File: config.mk
export PLATFORM = sky130hd
export DESIGN_NAME = fsmd_result_viewer
export DESIGN_NICKNAME = d
export VERILOG_FILES = /design/src/rtl/fsmd_result_viewer.sv
export SDC_FILE = /design/constraint.sdc
export NUM_CORES = 1
export LEC_CHECK = 0
export ABC_AREA = 0
export CORE_UTILIZATION = 60
export CTS_BUF_LIST = sky130_fd_sc_hd__clkbuf_4
export DETAILED_ROUTE_END_ITERATION = 12
export PLACE_DENSITY = 0.77
export SLEW_MARGIN = 20
export SYNTH_ARGS = -nofsm -noshare
export SYNTH_HDL_FRONTEND = slang
export SYNTH_SLANG_ARGS = --single-unit
File: constraint.sdc
create_clock -name CLK -period 6.1 [get_ports CLK]
set_input_delay 0.61 -clock CLK [delete_from_list [all_inputs] [get_ports CLK]]
set_output_delay 0.61 -clock CLK [all_outputs]
set_load 0.005 [all_outputs]
File: src/rtl/fsmd_result_viewer.sv
// fsmd_result_viewer: captures result bytes from the FSMD core into a small
// buffer, then lets the operator step through them with a debounced push
// button while the selected byte is shown on a two-digit multiplexed
// seven-segment display.
module fsmd_result_viewer #(
  parameter int DEPTH           = 32,
  parameter int DEBOUNCE_CYCLES = 50000,
  parameter int REFRESH_DIV     = 50000
) (
  input  logic       CLK,
  input  logic       RST,
  input  logic [7:0] data_in,
  input  logic       data_valid,
  input  logic       done_in,
  input  logic       next_btn,
  output logic [6:0] seg_n,
  output logic [1:0] an_n,
  output logic [4:0] index_out,
  output logic [5:0] count_out,
  output logic       reviewing,
  output logic       overflow
);

  localparam int AW  = (DEPTH > 1) ? $clog2(DEPTH) : 1;
  localparam int DBW = $clog2(DEBOUNCE_CYCLES + 1);
  localparam int RFW = $clog2(REFRESH_DIV + 1);
  localparam logic [5:0]     DEPTH_C = 6'(DEPTH);
  localparam logic [DBW-1:0] DB_LAST = DBW'(DEBOUNCE_CYCLES - 1);
  localparam logic [RFW-1:0] RF_LAST = RFW'(REFRESH_DIV - 1);

  typedef enum logic {CAPTURE = 1'b0, REVIEW = 1'b1} state_t;

  // Active-low hex glyphs, bit order {g,f,e,d,c,b,a}.
  function automatic logic [6:0] hex7(input logic [3:0] n);
    case (n)
      4'h0: hex7 = 7'b1000000;
      4'h1: hex7 = 7'b1111001;
      4'h2: hex7 = 7'b0100100;
      4'h3: hex7 = 7'b0110000;
      4'h4: hex7 = 7'b0011001;
      4'h5: hex7 = 7'b0010010;
      4'h6: hex7 = 7'b0000010;
      4'h7: hex7 = 7'b1111000;
      4'h8: hex7 = 7'b0000000;
      4'h9: hex7 = 7'b0010000;
      4'hA: hex7 = 7'b0001000;
      4'hB: hex7 = 7'b0000011;
      4'hC: hex7 = 7'b1000110;
      4'hD: hex7 = 7'b0100001;
      4'hE: hex7 = 7'b0000110;
      default: hex7 = 7'b0001110;
    endcase
  endfunction

  state_t         state_q, state_d;
  logic [5:0]     count_q, count_d;
  logic [4:0]     rd_ptr_q, rd_ptr_d;
  logic           overflow_q, overflow_d;
  logic [4:0]     index_q, index_d;
  logic [7:0]     disp_q, disp_d;
  logic [6:0]     seg_q, seg_d;
  logic [1:0]     an_q, an_d;
  logic           sync1_q, sync2_q;
  logic [DBW-1:0] db_cnt_q, db_cnt_d;
  logic           db_level_q, db_level_d;
  logic           press_q, press_d;
  logic [RFW-1:0] rf_cnt_q, rf_cnt_d;
  logic           digit_sel_q, digit_sel_d;

  logic [7:0]     mem [DEPTH];
  logic           wr_en;
  logic [AW-1:0]  wr_addr;
  logic [4:0]     cnt_m1;
  logic [3:0]     nibble;
  logic           btn_raw;

  assign btn_raw = ~sync2_q;

  // Debounce: accept a new level after DEBOUNCE_CYCLES differing samples; pulse on press.
  always_comb begin
    db_cnt_d   = db_cnt_q;
    db_level_d = db_level_q;
    press_d    = 1'b0;
    if (btn_raw == db_level_q) begin
      db_cnt_d = '0;
    end else if (db_cnt_q == DB_LAST) begin
      db_cnt_d   = '0;
      db_level_d = btn_raw;
      press_d    = btn_raw;
    end else begin
      db_cnt_d = db_cnt_q + 1'b1;
    end
  end

  // Refresh divider: flip the active digit every REFRESH_DIV cycles.
  always_comb begin
    rf_cnt_d    = rf_cnt_q + 1'b1;
    digit_sel_d = digit_sel_q;
    if (rf_cnt_q == RF_LAST) begin
      rf_cnt_d    = '0;
      digit_sel_d = ~digit_sel_q;
    end
  end

  // Capture/review control, buffer write decode and next displayed byte/index.
  always_comb begin
    state_d    = state_q;
    count_d    = count_q;
    rd_ptr_d   = rd_ptr_q;
    overflow_d = overflow_q;
    wr_en      = 1'b0;
    wr_addr    = count_q[AW-1:0];
    case (state_q)
      CAPTURE: begin
        if (data_valid) begin
          if (count_q < DEPTH_C) begin
            wr_en   = 1'b1;
            count_d = count_q + 6'd1;
          end else begin
            overflow_d = 1'b1;
          end
        end else if (done_in && count_q != 6'd0) begin
          state_d  = REVIEW;
          rd_ptr_d = '0;
        end
      end
      default: begin
        // A new strobe restarts the run; a coincident press is dropped.
        if (data_valid) begin
          state_d    = CAPTURE;
          wr_en      = 1'b1;
          wr_addr    = '0;
          count_d    = 6'd1;
          overflow_d = 1'b0;
          rd_ptr_d   = '0;
        end else if (press_q) begin
          if ({1'b0, rd_ptr_q} == count_q - 6'd1) rd_ptr_d = '0;
          else                                    rd_ptr_d = rd_ptr_q + 5'd1;
        end
      end
    endcase

    // Wraps to 31 when count_d is 32, which is the correct last index.
    cnt_m1 = count_d[4:0] - 5'd1;
    if (wr_en)                  disp_d = data_in;
    else if (state_d == REVIEW) disp_d = mem[rd_ptr_d[AW-1:0]];
    else if (count_d == 6'd0)   disp_d = 8'h00;
    else                        disp_d = mem[cnt_m1[AW-1:0]];

    if (state_d == REVIEW)    index_d = rd_ptr_d;
    else if (count_d == 6'd0) index_d = 5'd0;
    else                      index_d = cnt_m1;

    nibble = digit_sel_d ? disp_q[7:4] : disp_q[3:0];
    seg_d  = hex7(nibble);
    an_d   = digit_sel_d ? 2'b01 : 2'b10;
  end

  // Result buffer storage; contents are don't-care after reset.
  always_ff @(posedge CLK) begin
    if (wr_en) mem[wr_addr] <= data_in;
  end

  // All control, conditioning and output registers.
  always_ff @(posedge CLK or posedge RST) begin
    if (RST) begin
      state_q     <= CAPTURE;
      count_q     <= '0;
      rd_ptr_q    <= '0;
      overflow_q  <= 1'b0;
      index_q     <= '0;
      disp_q      <= 8'h00;
      seg_q       <= 7'b1000000;
      an_q        <= 2'b10;
      sync1_q     <= 1'b1;
      sync2_q     <= 1'b1;
      db_cnt_q    <= '0;
      db_level_q  <= 1'b0;
      press_q     <= 1'b0;
      rf_cnt_q    <= '0;
      digit_sel_q <= 1'b0;
    end else begin
      state_q     <= state_d;
      count_q     <= count_d;
      rd_ptr_q    <= rd_ptr_d;
      overflow_q  <= overflow_d;
      index_q     <= index_d;
      disp_q      <= disp_d;
      seg_q       <= seg_d;
      an_q        <= an_d;
      sync1_q     <= next_btn;
      sync2_q     <= sync1_q;
      db_cnt_q    <= db_cnt_d;
      db_level_q  <= db_level_d;
      press_q     <= press_d;
      rf_cnt_q    <= rf_cnt_d;
      digit_sel_q <= digit_sel_d;
    end
  end

  assign seg_n     = seg_q;
  assign an_n      = an_q;
  assign index_out = index_q;
  assign count_out = count_q;
  assign reviewing = (state_q == REVIEW);
  assign overflow  = overflow_q;

endmodule

**Word level (Yosys, flattened, before mapping)**

Memory sizes are Yosys's and may differ from the RTL's. A register that Yosys moved wholly into a read port is not among the register bits.
Index checks and enable logic that the tools add are counted.

- $add $sub $neg: 6
- Magnitude comparators: 1
- Equal/unequal tests: 5
- Multiplexer cells: 39
- Bitwise gates (word level): 3
- Reductions and logical operators: 5

Operator list:

| operator | number |
|---|---|
| $mux W5 | 10 |
| $mux W16 | 3 |
| $add A16 B1 Y16 const B | 2 |
| $eq A16 B16 Y1 const B | 2 |
| $mux W6 | 4 |
| $mux W8 | 3 |
| $mux W1 | 17 |
| $add A6 B1 Y6 const B | 1 |
| $eq A5 B6 Y1 | 1 |
| $logic_not A6 Y1 | 1 |
| $lt A6 B6 Y1 const B | 1 |
| $reduce_bool A6 Y1 | 1 |
| $sub A6 B1 Y6 const B | 1 |
| $add A5 B1 Y5 const B | 1 |
| $sub A5 B1 Y5 const B | 1 |
| $mux W4 | 1 |
| $reduce_and A2 Y1 | 2 |
| $not A1 Y1 | 3 |
| $mux W2 | 1 |
| $ne A2 B2 Y1 const B | 1 |
| $eq A1 B1 Y1 | 1 |
| $logic_and A1 B1 Y1 | 1 |

- Register bits: 65
- Bits in writable memories: 256
- Memory bits (read-only): 112
- Input port bits: 13
- Output and inout port bits: 22
- Logic and storage cells: 75
- Memories: 2

Memory list:

| memory | depth | width | read ports | clocked after Yosys merged registers in | wr ports | RTL line | source |
|---|---|---|---|---|---|---|---|
| mem | 32 | 8 | 2 | 0 | 1 | 70 | `logic [7:0] mem [DEPTH];` |
| (name not given) | 16 | 7 | 1 | 1 | 0 | 35 | `case (n)` |

**Logic depth before layout (Yosys ltp)**

An unclocked memory read counts as a cell.

- Depth in word-level cells: 9
- Gate-level depth with buffers: 17
- Mapped depth without buffers: 13

**Worst setup path after synthesis**

Ideal clock, no wire load.

- Path type: input-to-reg
- From: input port data_valid
- To: register disp_q[1]
- Setup time: 0.137 ns
- Arrival: 4.391 ns
- Data required time: 5.963 ns
- Slack: 1.572 ns
- Stages on the path: 16
- Path buffers: 7
- Cell sequence: buf_2 buf_2 inv_1 a211oi_2 buf_2 buf_2 inv_1 ha_1 clkbuf_1 clkbuf_1 clkbuf_1 mux4_2 a211oi_1 a31oi_1 a221oi_1 o32ai_1

- Cells in the longest elaborated chain, start to end: 7
- Elaborated cells between the ends (all ways): 18
- Classes of those cells: add/sub (1); mux (15); reduce/logical (1); memory (1)

Ends and longest elaborated chain:

| item | RTL line | source |
|---|---|---|
| start: declaration | 13 | `input logic data_valid,` |
| $mux W6 (on tied branches) | 115, 129 |  |
| $mux W6 * | 113 | `case (state_q)` |
| net count_d[0] | 56 | `logic [5:0] count_q, count_d;` |
| $sub A5 B1 Y5 | 144 | `cnt_m1 = count_d[4:0] - 5'd1;` |
| $mem_v2 Z32 W8 | -- |  |
| $mux W8 * | 147 | `else if (count_d == 6'd0) disp_d = 8'h00;` |
| $mux W8 * | 146 | `else if (state_d == REVIEW) disp_d = mem[rd_ptr_d[AW-1:0]];` |
| $mux W8 * | 145 | `if (wr_en) disp_d = data_in;` |
| net disp_d[1] | 60 | `logic [7:0] disp_q, disp_d;` |
| end signal: assignment | 188 | `disp_q <= disp_d;` |
| end: declaration | 60 |  |

Mark *: on every way through the listed nets, which the timed path passes. The rest lies on a longest branch.
A chain may end at the register's enable or synchronous reset.

**Worst setup path in the final report**

- From: register count_q[0] (netlist: count_out[0])
- To: register disp_q[2]

- Cells in the longest elaborated chain, start to end: 9
- Elaborated cells between the ends (all ways): 28
- Classes of those cells: add/sub (3); order compare (1); eq/ne (1); mux (19); reduce/logical (3); memory (1)

Ends and longest elaborated chain:

| item | RTL line | source |
|---|---|---|
| start: declaration | 56 |  |
| start signal: assignment | 184 | `count_q <= count_d;` |
| $add A6 B1 Y6, or another cell as far along | 118 | `count_d = count_q + 6'd1;` |
| $mux W6 / $eq A5 B6 Y1 (equally long branches) | 116, 137 |  |
| $mux W6 / $mux W5 (equally long branches) | 115, 137 |  |
| $mux W6 / $mux W5 (equally long branches) | 113, 136 |  |
| $sub A5 B1 Y5 / $mux W5 (equally long branches) | 144, 129 |  |
| $mem_v2 Z32 W8 / $mux W5 (equally long branches) | -- |  |
| $mux W8 / $mem_v2 Z32 W8 (equally long branches) | -- |  |
| $mux W8 | 146 |  |
| $mux W8 * | 145 |  |
| net disp_d[2] | 60 |  |

Marked as above.

==> flow_metrics.tcl <==
set metrics [dict create \
    syn_nets 1260 \
    yosys.area.top_type "edfxtp_1" \
    ys_seq_elements 327 \
    reg2regPathDepth 13 \
    chipWidth_um 168 \
    ios 35 \
    cts_resized 0 \
    p_sw_share_pct 34.4 \
    avgRoutedWirePerCell_um 26.7 \
    yosysSeqAreaShare_pct 57.4 \
    synth_most_common_cell "edfxtp_1" \
    max-vdd-ir-drop_uv 200 \
    holdPathEnd "sync1_q$_DFF_PP1_" \
    drive_above_1_share_pct 20.6 \
    gp_congestion 1.07 \
    ys_warn_count 0 \
    drt_wl_total_um 45800 \
    r2r-start "count_out[0]$_DFF_PP0_" \
    cp_max_fo 12 \
    portBuffers 34 \
    antenna_found_initial 1 \
    cp-end-kind "flop" \
    cp.required_ns 6.63 \
    clock_sinks 327 \
    slew_violations 0 \
    worst-r2r-setup-slack_ns 1.41 \
    placementRows 60 \
    finalSetupTns_ns 0 \
    power.switching_uw 2320 \
    gr-total-overflow 0 \
    area_growth_pct 10.4 \
    powerDensity_nw_per_um2 371 \
    layout.nets 1338 \
    seqPwrFrac_pct 39.9 \
    clkPwrFrac_pct 26.7 \
    vias 11802 \
    start_util_pct 61.2 \
    post-route-min-period_ns 4.69 \
    hold_buffers 0 \
    fillers 1921 \
    clock_path_buffers 3 \
    grt_max_degree 72 \
    reg2reg_to "disp_q[2]$_DFF_PP0_" \
    fmax_mhz 213 \
    synthCells 1233 \
    fp.dieH_um 168 \
    grt_pass1_wl_um 70100 \
    cts.clk_slew.worst_paths_ns 0.07 \
    startpoint_type "flop" \
    cts_root_buf "clkbuf_4" \
    synth_area_um2 16500 \
    drt_iter0_drc 1608 \
    async_reset_ff_share_pct 21.7 \
    fin_skew_ns 0.0484 \
    drv_cap 0 \
    cts-buffers-inserted 84 \
    cp_common_cell "ha_1" \
    p_int_uw 4430 \
    cp_data_arrival_time_ns 5.21 \
    core-area_um2 27000 \
    holdWs_ns 0.316 \
    synth_cell_types 91 \
    track_usage_pct 33.6 \
    vias_per_cell 6.88 \
    pwr-share-comb_pct 33.3 \
    cp_slowest_stage_delay_ns 0.63 \
    fin_crit_sh_pct 76.9 \
    cts_setup_buffers 0 \
    synthTopCellsByCount "256 x edfxtp_1, 123 x nand2_1, 117 x mux2i_1" \
    cp_slowest_cell "dfrtp_1" \
    tightest_slew_ns 1.22 \
    ant_nets 0 \
    synth_area_leaders "edfxtp_1 47%, dfrtp_1 10%, mux4_2 8.7%" \
    grt_setup_unrepaired "false" \
    hold_path.class "in -> reg" \
    dieArea_um2 28200 \
    synth_enable_flop_cells 256 \
    ff_latch_area_um2 9470 \
    timing.final.hold_violations 0 \
    cts_htree_levels 3 \
    drc 0 \
    syn_area_per_cell_um2 13.4 \
    p_leak_uw 0.00661 \
    dp_hpwl_um 30000 \
    dr.pass1.iters 6 \
    cts_tree "built" \
    setup_viol 0 \
    grt_pass1_vias 11726 \
    status "finished, final reports clean" \
    clock_latency_ns 0.71 \
    multi_input_comb_area_um2 6570 \
    critPathKind "reg -> reg" \
    yosys.area.top_type_share_pct 46.6 \
    min_from "next_btn" \
    whs_path_depth 1 \
    relSlewSlack_pct 18.4 \
    ys.flop_type "edfxtp_1" \
    path_cells "inv_1 > ha_1 > a22oi_1 > a2bb2oi_1 > ha_1 > or3_1 > and2_1 > buf_4 > mux2i_1 > a21oi_1 > a22o_1 > nor3_1 > a41oi_2" \
]
-- through the flow --
step           utilization (%)  std cells  setup slack (ns)  instance area, um^2  total power (uW)
2_1_floorplan                -       1233              1.57                16500              4150
3_3_place_gp              63.7       1566              1.36                17200              4890
3_5_place_dp              63.7       1566              1.22                17200              4920
4_1_cts                   67.5       1714              1.61                18200              6720
5_1_grt                   67.6       1715              1.15                18200              7010
6_report                  67.6       1715              1.41                18200              6760
-- power by group through the flow --
stage | logic [uW] | clock network, uW | registers (uW)
3_3_place_gp | 2160 | 0 | 2730
3_5_place_dp | 2180 | 0 | 2740
4_1_cts | 2200 | 1840 | 2690
5_1_grt | 2360 | 1950 | 2710
6_report | 2250 | 1810 | 2700
2_1_floorplan | 1490 | 0 | 2660
-- registers in the layout, indices dropped and copies added, names as in the netlist, 2 cells and up --
name	cells
disp_q	8
an_n	2
db_cnt_q	16
rd_ptr_q	5
seg_n	7
count_out	6
index_out	5
mem	256
rf_cnt_q	16
-- worst max-delay path by stage --
stage,end,startpoint,cells after the start,slack (ns)
2_1_floorplan,disp_q[1]$_DFF_PP0_,data_valid,16,1.57
3_3_place_gp,disp_q[0]$_DFF_PP0_,data_valid,12,1.36
3_5_place_dp,disp_q[7]$_DFF_PP0_,data_valid,13,1.22
4_1_cts,disp_q[7]$_DFF_PP0_,count_out[0]$_DFF_PP0_,13,1.61
5_1_grt,disp_q[7]$_DFF_PP0_,count_out[0]$_DFF_PP0_,13,1.15
6_report,disp_q[2]$_DFF_PP0_,count_out[0]$_DFF_PP0_,13,1.41
-- cells by family after synthesis --
logic type	after synthesis	share of synthesized area [%]
adders and majority gates	14	1.06
and+or+nand+nor	366	10.5
AOI/OAI and AO/OA	186	8.71
DFF	327	57.4
muxes	205	17.5
xor gates and xnor gates	38	2.02
buffers and inverters	97	2.83
-- cell type report --
class	count	area share [%]
flip-flops and latches	327	52.0
multi-input cells	809	36.1
clock buffers	121	4.99
repair buffers	67	3.44
well taps	341	2.34
clock inverters	27	0.646
inverters	22	0.467
diodes	1	0.0137
-- placed cells by master, fill, tap and decap left out, types with 5 or more instances in the layout --
cell type and instances:
nor2b_1 5, a22o_1 5, a21oi_1 25, a221o_1 5
nand3_1 68, clkinv_1 20, a22oi_1 12, edfxtp_1 256
nand2b_1 6, nor3_1 12, a32oi_1 6, inv_1 16
nand4_1 11, a32o_1 5, mux4_2 64, clkdlybuf4s50_1 34
nor2_1 83, a221oi_1 10, ha_1 13, mux2_2 24
and3_1 29, a31oi_1 13, a211oi_1 6, o21ai_0 25
nand2_1 123, dfrtp_1 67, xnor2_1 18, o21ai_1 5
clkbuf_4 121, o211ai_1 9, and2_1 5, inv_2 7
mux2i_1 117, xor2_1 20, buf_4 30
-- critical path, delay by kind of cell (launching register included) --
kind                       cells  cell delay, ns
muxes                          1            0.24
and+or+nand+nor                3            1.22
adders and majority gates      2            0.69
buffers and inverters          2            0.50
AOI/OAI and AO/OA              5            1.22
DFF                            1            0.63
-- layer usage --
layer,track usage [%],routed length (um),up-vias
met1,45.2,17500,5768
met2,50.4,20600,823
met3,9.59,5400,198
met4,17.3,2370,0
met5,0,0,-
li1,-,-,5013
Note: power is estimated with default switching activity, not from simulation.
